===== config.mk =====
export PLATFORM = sky130hd
export DESIGN_NAME = cv32e41s_obi_addr_phase
export DESIGN_NICKNAME = d
export VERILOG_FILES = /design/src/rtl/cv32e41s_obi_addr_phase.sv
export SDC_FILE = /design/constraint.sdc
export NUM_CORES = 1
export LEC_CHECK = 0
export BUFFER_PORTS_ARGS = -buffer_cell sky130_fd_sc_hd__buf_2
export CAP_MARGIN = 20
export CORE_MARGIN = 2
export CORE_UTILIZATION = 42
export DETAILED_ROUTE_END_ITERATION = 8
export GPL_TIMING_DRIVEN = 0
export PLACE_DENSITY_LB_ADDON = 0.08
export SYNTH_ARGS = -nofsm -noshare
export SYNTH_HDL_FRONTEND = slang
export SYNTH_SLANG_ARGS = --single-unit

===== constraint.sdc =====
create_clock -name clk -period 1.9 [get_ports clk]
set_clock_uncertainty 0.15 [all_clocks]
set_input_delay 0.19 -clock clk [delete_from_list [all_inputs] [get_ports clk]]
set_output_delay 0.19 -clock clk [all_outputs]
set_load 0.01 [all_outputs]

===== src/rtl/cv32e41s_obi_addr_phase.sv =====
// OBI address-phase stage for the cv32e41s load/store and fetch paths.
// A new transaction is passed straight through while the bus grants it in
// the same cycle. If the grant is withheld, the payload is captured and
// replayed from registers until it is granted, so that request and payload
// stay stable on the bus. A saturating counter tracks granted transactions
// still awaiting rvalid. New requests are throttled once that count reaches
// MAX_OUTSTANDING.

module cv32e41s_obi_addr_phase #(
    parameter int MAX_OUTSTANDING = 2
) (
    input  logic                                 clk,
    input  logic                                 rst_n,

    input  logic                                 trans_valid_i,
    output logic                                 trans_ready_o,
    input  logic [31:0]                          trans_addr_i,
    input  logic                                 trans_we_i,
    input  logic [3:0]                           trans_be_i,
    input  logic [31:0]                          trans_wdata_i,
    input  logic                                 trans_integrity_i,

    output logic                                 obi_req_o,
    input  logic                                 obi_gnt_i,
    output logic [31:0]                          obi_addr_o,
    output logic                                 obi_we_o,
    output logic [3:0]                           obi_be_o,
    output logic [31:0]                          obi_wdata_o,
    output logic                                 obi_integrity_o,
    input  logic                                 obi_rvalid_i,

    output logic [$clog2(MAX_OUTSTANDING+1)-1:0] outstanding_o
);

    localparam int CW = $clog2(MAX_OUTSTANDING + 1);
    localparam logic [CW-1:0] MAX_CNT = CW'(MAX_OUTSTANDING);

    typedef enum logic {
        TRANSPARENT = 1'b0,
        REGISTERED  = 1'b1
    } state_e;

    state_e          state_q;
    state_e          state_d;
    logic [CW-1:0]   cnt_q;
    logic [CW-1:0]   cnt_d;
    logic            limit;
    logic            capture;
    logic            bus_inc;

    logic [31:0]     addr_q;
    logic            we_q;
    logic [3:0]      be_q;
    logic [31:0]     wdata_q;
    logic            integrity_q;

    // A response arriving in the same cycle frees a slot, so it lifts the
    // limit immediately.
    assign limit = (cnt_q == MAX_CNT) && !obi_rvalid_i;

    // Pick the request, ready and payload source, and decide whether to
    // park the payload.
    always_comb begin
        state_d         = state_q;
        capture         = 1'b0;
        trans_ready_o   = 1'b0;
        obi_req_o       = 1'b0;
        obi_addr_o      = trans_addr_i;
        obi_we_o        = trans_we_i;
        obi_be_o        = trans_be_i;
        obi_wdata_o     = trans_wdata_i;
        obi_integrity_o = trans_integrity_i;

        unique case (state_q)
            TRANSPARENT: begin
                trans_ready_o = !limit;
                obi_req_o     = trans_valid_i && !limit;
                if (trans_valid_i && !limit && !obi_gnt_i) begin
                    capture = 1'b1;
                    state_d = REGISTERED;
                end
            end
            REGISTERED: begin
                // The request is held even if the limit would now apply,
                // because dropping it would break OBI address-phase stability.
                obi_req_o       = 1'b1;
                obi_addr_o      = addr_q;
                obi_we_o        = we_q;
                obi_be_o        = be_q;
                obi_wdata_o     = wdata_q;
                obi_integrity_o = integrity_q;
                if (obi_gnt_i) begin
                    state_d = TRANSPARENT;
                end
            end
            default: begin
                state_d = TRANSPARENT;
            end
        endcase
    end

    assign bus_inc = obi_req_o && obi_gnt_i;

    // Outstanding count: +1 per accepted address phase, -1 per response, and
    // no change when both happen. A response at zero is a bus error that is
    // reported further downstream, so the count stays at zero here.
    always_comb begin
        cnt_d = cnt_q;
        if (bus_inc && !obi_rvalid_i) begin
            cnt_d = cnt_q + CW'(1);
        end else if (obi_rvalid_i && !bus_inc && (cnt_q != '0)) begin
            cnt_d = cnt_q - CW'(1);
        end
    end

    // State and counter registers.
    always_ff @(posedge clk or negedge rst_n) begin
        if (!rst_n) begin
            state_q <= TRANSPARENT;
            cnt_q   <= '0;
        end else begin
            state_q <= state_d;
            cnt_q   <= cnt_d;
        end
    end

    // Payload holding registers, loaded only when a request is left waiting
    // for its grant.
    always_ff @(posedge clk or negedge rst_n) begin
        if (!rst_n) begin
            addr_q      <= '0;
            we_q        <= 1'b0;
            be_q        <= '0;
            wdata_q     <= '0;
            integrity_q <= 1'b0;
        end else if (capture) begin
            addr_q      <= trans_addr_i;
            we_q        <= trans_we_i;
            be_q        <= trans_be_i;
            wdata_q     <= trans_wdata_i;
            integrity_q <= trans_integrity_i;
        end
    end

    assign outstanding_o = cnt_q;

endmodule


Word-level counts from Yosys, hierarchy flattened
Index checks and enable logic that the tools add are counted.
{"block": "totals", "elab_cells": 37, "inputBits": 75, "reg_bits": 73, "out_inout_bits": 74}
{"block": "op_classes", "reduce_logical": 13, "eq_ne": 1, "mux": 13, "addsub": 2, "bitwise_logic": 1}
{"cell": "$mux 32", "n": 2}
{"cell": "$logic_and 1x1->1", "n": 7}
{"cell": "$mux 1", "n": 6}
{"cell": "$logic_not 1->1", "n": 4}
{"cell": "$mux 2", "n": 2}
{"cell": "$mux 4", "n": 1}
{"cell": "$pmux 1 s2", "n": 2}
{"cell": "$reduce_bool 2->1", "n": 2}
{"cell": "$add 2x1->2 const B", "n": 1}
{"cell": "$eq 2x2->1 const B", "n": 1}
{"cell": "$sub 2x1->2 const B", "n": 1}
{"cell": "$not 1->1", "n": 1}

Depth between registers and ports, before layout
Gate-level depths: netlist (run 1).
{"block": "depth", "ltp_word": 11, "mapped_depth": 4, "ltp_nobuf": 3}

Worst setup path after synthesis (run 1)
Ideal clock, no wire load.
{"block": "synth_path", "path_kind": "register -> register", "startpoint": "register cnt_q[0], in the netlist outstanding_o[0]", "endpoint": "register addr_q[0]", "setup_slack_ns": 0.117, "setup_time_ns": 0.125, "path_buffers": 1, "t_arrival_ns": 1.508, "synth_period_minus_slack_ns": 1.783, "path_stages_with_launch": 5, "required_ns": 1.625, "path_cell_list": "dfrtp_1 -> or3b_1 -> nand3_4 -> buf_6 -> mux2_2"}
{"block": "synth_via", "elab_chain_cells": 7}
{"item": "from (decl)", "line": "45", "rtl": "logic [CW-1:0] cnt_q;"}
{"item": "from (signal assigned)", "line": "123", "rtl": "cnt_q <= cnt_d;"}
{"item": "$eq 2x2->1", "line": "59", "rtl": "assign limit = (cnt_q == MAX_CNT) && !obi_rvalid_i;"}
{"item": "$logic_and 1x1->1", "line": "59"}
{"item": "$logic_not 1->1", "line": "78", "rtl": "if (trans_valid_i && !limit && !obi_gnt_i) begin"}
{"item": "$logic_and 1x1->1 (2 in series)", "line": "78"}
{"item": "$mux 1", "line": "78"}
{"item": "$mux 1", "line": "74", "rtl": "unique case (state_q)"}
{"item": "to (signal assigned)", "line": "137", "rtl": "addr_q <= trans_addr_i;"}
{"item": "to (decl)", "line": "51", "rtl": "logic [31:0] addr_q;"}
No other way between the ends.
A chain may end at the register's enable or synchronous reset.

Worst setup path after layout (run 1)
{"block": "layout_path", "startpoint": "register state_q", "endpoint": "output obi_wdata_o[1]"}
{"block": "layout_via", "elab_chain_cells": 1}
{"item": "from (decl)", "line": "43", "rtl": "state_e state_q;"}
{"item": "from (signal assigned)", "line": "122", "rtl": "state_q <= state_d;"}
{"item": "$mux 32", "line": "74"}
{"item": "to (decl)", "line": "28", "rtl": "output logic [31:0] obi_wdata_o,"}
No other way between the ends.

==> run summary, run 1 <==
Dpl cells: 505
Synth warn: 0
Placed Area: 0.00456 mm^2
Average wire per standard cell: 15.5 um
Count of buffers from port buffering: 148
CP Class: register to output port
Final Hold Vio Count: 0
Worst setup EP type: output port
CTS max path bufs: 2
Tmin final: 1890 ps
Switching share of total power: 27.3%
Clock latency on the worst-skew pair: 330 ps
Final Instance Area: 0.00612 mm^2
CTS buffer count: 9
Synth unique cells: 19
Pre-CTS setup slack: -118 ps
Worst path bufs/invs: 3
First-pass GRT wire length: 14.2 mm
Fin cells: 599
Hold_ws: 84.0 ps
Cell area after synthesis: 0.00365 mm^2
CTS tree: yes
Commonest non-fill, non-tap cells in the layout: mux2_2 (105), buf_2 (94), dfrtp_1 (72), dlygate4sd3_1 (72), buf_6 (60)
Crit path required time: 1560 ps
Slowest stage delay, CP: 460 ps
Slew margin rel.: 76.7%
Final clock period utilization by the worst path: 99.4%
Final setup margin: 10.7 ps
Die area: 0.00946 mm^2
CTS Sinks: 73
Fillers: 622
Crit path max-delay family: flip-flops
GRT Overall Usage: 18.4%
Max-cap viol count: 0
I/O pins: 149
Seq pwr share: 43.3%
Largest net degree at the start of global routing: 50
Clk pwr share: 21.3%
Peak VDD IR: 411 uV
Final Max Tran Viols: 0
Setup Viol. Count Final: 0
Router iterations before antenna repair: 4
Most common cell after layout, fill and taps aside: mux2_2
Cell Int Power: 0.00340 W
Number of remaining DRC errors: 0
Final #Nets: 563
Area grow syn2layout: 67.5%
Seq. cell area: 0.00183 mm^2
CTS Root Cell: clkbuf_8
Leakage: 2.87 nW
Crit path DAT: 1550 ps
Worst setup SP type: register
DR iter-0 viols: 36
Post-DP HPWL: 5.53 mm
Final core area utilization: 71.2%
Post-Route WL: 9.30 mm
Clk slew on worst S/H paths: 70 ps
Die Ht: 97.3 um
RSZ-0062 raised after global routing: yes
Synth Net Count: 323
NetSw: 0.00128 W
Critical Path Fanout Max: 5
Register area share after synthesis: 50.0%
Vias in the first global route: 2937
Final GP Congestion: 0.742
Fmax: 529 MHz
Hold Path Class: input port to register
Antenna cells: 0
Multi-input combinational cell area: 0.00184 mm^2
Slowest-stage cell, CP: dfrtp_2
Post-Syn Instances: 248
Vias post-DR: 2905
Post-DRT Antenna Nets: 0
Gr ovfl total: 0
FP Rows: 34
Die width: 97.3 um
Combinational share of power: 35.4%
PD cells: 764 mW/mm^2
Flops & latches, synth: 73
Initial Util: 42.5%
Status: finished, final reports clean
Number of antenna violations at the first check in global routing: 0
Via/cell ratio: 4.85
Share of cells above drive strength 1: 67.0%
Cell-by-cell trace of the critical path: buf_12 -> clkbuf_16 -> mux2_4 -> buf_6
Mapped Avg Cell Area: 14.7 um^2
Actual slew at the worst max-slew pin: 350 ps
Core area: 0.00859 mm^2
H-Tree Level Count: 3
## power by group through the flow
| stage | combinational [W] | clock, W | sequential (W) |
|---|---|---|---|
| floorplan | 0.000757 | 0 | 0.00200 |
| global placement | 0.00113 | 0 | 0.00202 |
| detailed placement | 0.00116 | 0 | 0.00204 |
| CTS | 0.00131 | 0.00104 | 0.00200 |
| global route | 0.00177 | 0.00111 | 0.00207 |
| finish | 0.00165 | 0.000995 | 0.00203 |
## worst min-delay path, cell delays in order
cell	delay, ps
buf_2	130
nor2b_1	80
nor2_1	80
nor3_1	50
## cells in the mapped netlist
library cell	instances	share of area, %
nand2b_1	2	0.34
nor2b_1	3	0.51
nor2_1	4	0.41
a21oi_1	2	0.27
buf_1	1	0.10
clkbuf_1	1	0.10
a31o_2	1	0.24
dfrtp_1	73	50
buf_6	7	2.2
a21o_1	1	0.21
o21a_1	1	0.21
a211oi_1	1	0.21
nor3_1	1	0.14
nand3b_1	1	0.21
and3_1	1	0.17
or3b_1	1	0.24
nand3_4	1	0.48
buf_2	6	0.82
mux2_2	140	43
## cells by family after synthesis
| logic type | share of synthesized area (%) |
|---|---|
| buffers and inverters | 3.19 |
| multiplexers | 43.2 |
| flip-flops | 50.0 |
| AO/OA/AOI/OAI | 1.13 |
| AND/OR/NAND/NOR | 2.50 |
## layout make-up
type	instances	area share (%)
Clock buffer	10	2.09
Sequential cell	73	29.9
Buffer	15	3.70
Clock inverter	4	0.368
Multi-Input combinational cell	160	30.1
Timing Repair Buffer	229	31.6
Tap cell	108	2.21
## sequential cells by signal, indices dropped and copies added, names as in the netlist
register / cells
outstanding_o: 2
addr_q: 32
we_q: 1
state_q: 1
wdata_q: 32
integrity_q: 1
be_q: 4
## worst paths after layout
path,slack (ps),endpoint,from,cells past startpoint
setup / recovery,10,obi_wdata_o[1],state_q$_DFF_PN0_,4
hold / removal,80,outstanding_o[1]$_DFFE_PN0P_,obi_rvalid_i,4
setup reg to reg,90,wdata_q[27]$_DFFE_PN0P_,outstanding_o[0]$_DFFE_PN0P_,4
hold reg to reg,350,addr_q[8]$_DFFE_PN0P_,addr_q[8]$_DFFE_PN0P_,1
max in group asynchronous,880,addr_q[5]$_DFFE_PN0P_,rst_n,3
min in group asynchronous,150,addr_q[31]$_DFFE_PN0P_,rst_n,2
## layer usage
layer	vias up	global-route usage [%]	share of wire, %
met4	0	6.41	2.1
met3	18	4.89	5.5
met1	1411	23.1	41
met2	90	30.8	51
met5	-	0	0
li1	1386	-	-
## through the flow
step,total power (W),TNS [ps]
floorplan,0.00275,0
global placement,0.00315,-9580
detailed placement,0.00320,-5010
CTS,0.00436,-1570
global route,0.00495,-1230
finish,0.00467,0
## timing repair
item,4_1_cts,5_1_grt
setup endpoints to repair,115,69
hold buffers,72,0
buffers inserted,4,1
gates resized for setup,16,107
hold endpoints to repair,145,0
gates cloned,0,3
Power figures use the tool's default switching activity.
==> run 2: changes to the inputs <==
--- a/config.mk
+++ b/config.mk
@@ -8,7 +8,8 @@
 export BUFFER_PORTS_ARGS = -buffer_cell sky130_fd_sc_hd__buf_2
 export CAP_MARGIN = 20
 export CORE_MARGIN = 2
-export CORE_UTILIZATION = 42
+export CORE_UTILIZATION = 48
+export CTS_CLUSTER_SIZE = 30
 export DETAILED_ROUTE_END_ITERATION = 8
 export GPL_TIMING_DRIVEN = 0
 export PLACE_DENSITY_LB_ADDON = 0.08
==> run summary, run 2 (synthesis gave the netlist of run 1 again) <==
Setup Viol. Count Final: 0
Slowest stage delay, CP: 420 ps
Die area: 0.00832 mm^2
Worst path bufs/invs: 3
CTS buffer count: 9
Area grow syn2layout: 57.2%
CTS Sinks: 73
Share of cells above drive strength 1: 67.0%
Most common cell after layout, fill and taps aside: mux2_2
R2R Setup Slk: 90 ps
Die Ht: 91.2 um
Final clock period utilization by the worst path: 99.6%
Slew margin rel.: 70.2%
Total power: 0.00489 W
CP Class: register to output port
Top Registers: addr_q: 32 flops, wdata_q: 32 flops, be_q: 4 flops
Status: finished, final reports clean
Clk slew on worst S/H paths: 70 ps
Router iterations before antenna repair: 4
Crit path DAT: 1550 ps
First-pass GRT wire length: 14.8 mm
R2R Path Start: outstanding_o[0]$_DFFE_PN0P_
Post-DP HPWL: 5.58 mm
Vias in the first global route: 3097
Leakage: 2.66 nW
Final #Nets: 558
Worst setup SP type: register
Max-cap viol count: 0
Number of remaining DRC errors: 0
Pre-CTS setup slack: -66.0 ps
CTS tree: yes
Initial Util: 50.1%
Largest net degree at the start of global routing: 42
Average wire per standard cell: 16.1 um
Worst setup EP type: output port
WHS Endpoint: outstanding_o[1]$_DFFE_PN0P_
Post-DRT Antenna Nets: 0
Gr ovfl total: 0
Final Hold Vio Count: 0
Actual slew at the worst max-slew pin: 448 ps
Combinational share of power: 28.6%
I/O pins: 149
Cell Int Power: 0.00363 W
Cell-by-cell trace of the critical path: buf_8 -> buf_8 -> mux2_2 -> buf_2
Depth of the most critical reg-to-reg path: 4
Crit path required time: 1560 ps
Critical Path Fanout Max: 10
Clock latency on the worst-skew pair: 320 ps
Crit path max-delay family: buffers and inverters
FP Rows: 31
Switching share of total power: 25.7%
Hold_sp: obi_rvalid_i
DR iter-0 viols: 56
Final GP Congestion: 0.720
Final Max Tran Viols: 0
GRT Overall Usage: 22.1%
Hold Path Cell Cnt: 4
Commonest non-fill, non-tap cells in the layout: mux2_2 (135), buf_2 (134), dlygate4sd3_1 (72)
Hold Path Class: input port to register
Slowest-stage cell, CP: dfrtp_2
CTS max path bufs: 2
CTS Root Cell: clkbuf_8
Final setup margin: 7.45 ps
R2R Path End: addr_q[17]$_DFFE_PN0P_
RSZ-0062 raised after global routing: yes
Tmin final: 1890 ps
Die width: 91.2 um
Fmax: 528 MHz
Top cell by count, worst path: buf_8
Final core area utilization: 78.7%
Via/cell ratio: 4.93
Core area: 0.00729 mm^2
Vias post-DR: 2901
Number of antenna violations at the first check in global routing: 0
Seq pwr share: 41.3%
NetSw: 0.00126 W
H-Tree Level Count: 3
Count of buffers from port buffering: 148
Clk pwr share: 30.1%
PD cells: 852 mW/mm^2
Post-Route WL: 9.48 mm
Peak VDD IR: 533 uV
[run 2: power groups by stage]
stage                     Combinational, W  Sequential [W]  Clock (W)
after global routing               0.00150         0.00206    0.00157
after detailed placement           0.00116         0.00204          0
final                              0.00140         0.00202    0.00147
after floorplan                   0.000757         0.00200          0
after global placement             0.00113         0.00201          0
after CTS                          0.00130         0.00201    0.00150
[run 2: how the worst max path moves through the flow]
stage                                 start               endpoint  slack (ps)  cells past startpoint
2_1_floorplan  outstanding_o[0]$_DFFE_PN0P_  addr_q[0]$_DFFE_PN0P_         120                      4
3_3_place_gp              state_q$_DFF_PN0_         obi_wdata_o[2]         -70                      4
3_5_place_dp              state_q$_DFF_PN0_         obi_wdata_o[1]         -70                      4
4_1_cts                   state_q$_DFF_PN0_         obi_addr_o[28]         -40                      4
5_1_grt                   state_q$_DFF_PN0_          obi_addr_o[0]         -60                      4
6_report                  state_q$_DFF_PN0_          obi_addr_o[0]           7                      4
[run 2: repair_timing]
item                       CTS  global route
gates resized for setup     12            36
setup endpoints to repair   77           122
setup buffers                2             0
pin swaps                    0             3
hold endpoints to repair   104             0
gates cloned                 0             1
hold buffers                72             0
[run 2: final cells by class]
| cell class | instances | area, um^2 |
|---|---|---|
| multi-input cells | 160 | 1730 |
| clock inverters | 5 | 103 |
| flip-flops and latches | 73 | 1830 |
| clock buffers | 11 | 141 |
| diodes | 1 | 2.50 |
| fillers | 470 | 1550 |
| repair buffers | 224 | 1610 |
| plain buffers | 15 | 206 |
| well taps | 99 | 124 |
[run 2: tightest hold or removal path, delay by kind of cell]
family | cells | cell delay [ps]
buffers and inverters | 1 | 130
AND/OR/NAND/NOR | 3 | 210
[run 2: per-stage QoR]
step | hold slack (ps) | instances | instance area [um^2] | setup TNS [ps]
2_1_floorplan | -256 | 248 | 3650 | 0
3_5_place_dp | 19.2 | 496 | 4540 | -2020
4_1_cts | 66.8 | 586 | 5550 | -1080
3_3_place_gp | 248 | 495 | 4520 | -3340
6_report | 90.3 | 588 | 5740 | 0
5_1_grt | 144 | 587 | 5740 | -1090
[run 2: layer usage]
layer  track usage, %  share of wire [%]  up-vias
met2             40.8                 54       88
met3             4.98                4.7        8
met1             25.4                 41     1423
met4             6.44               0.97        0
met5                0                  0        -
li1                 -                  -     1382
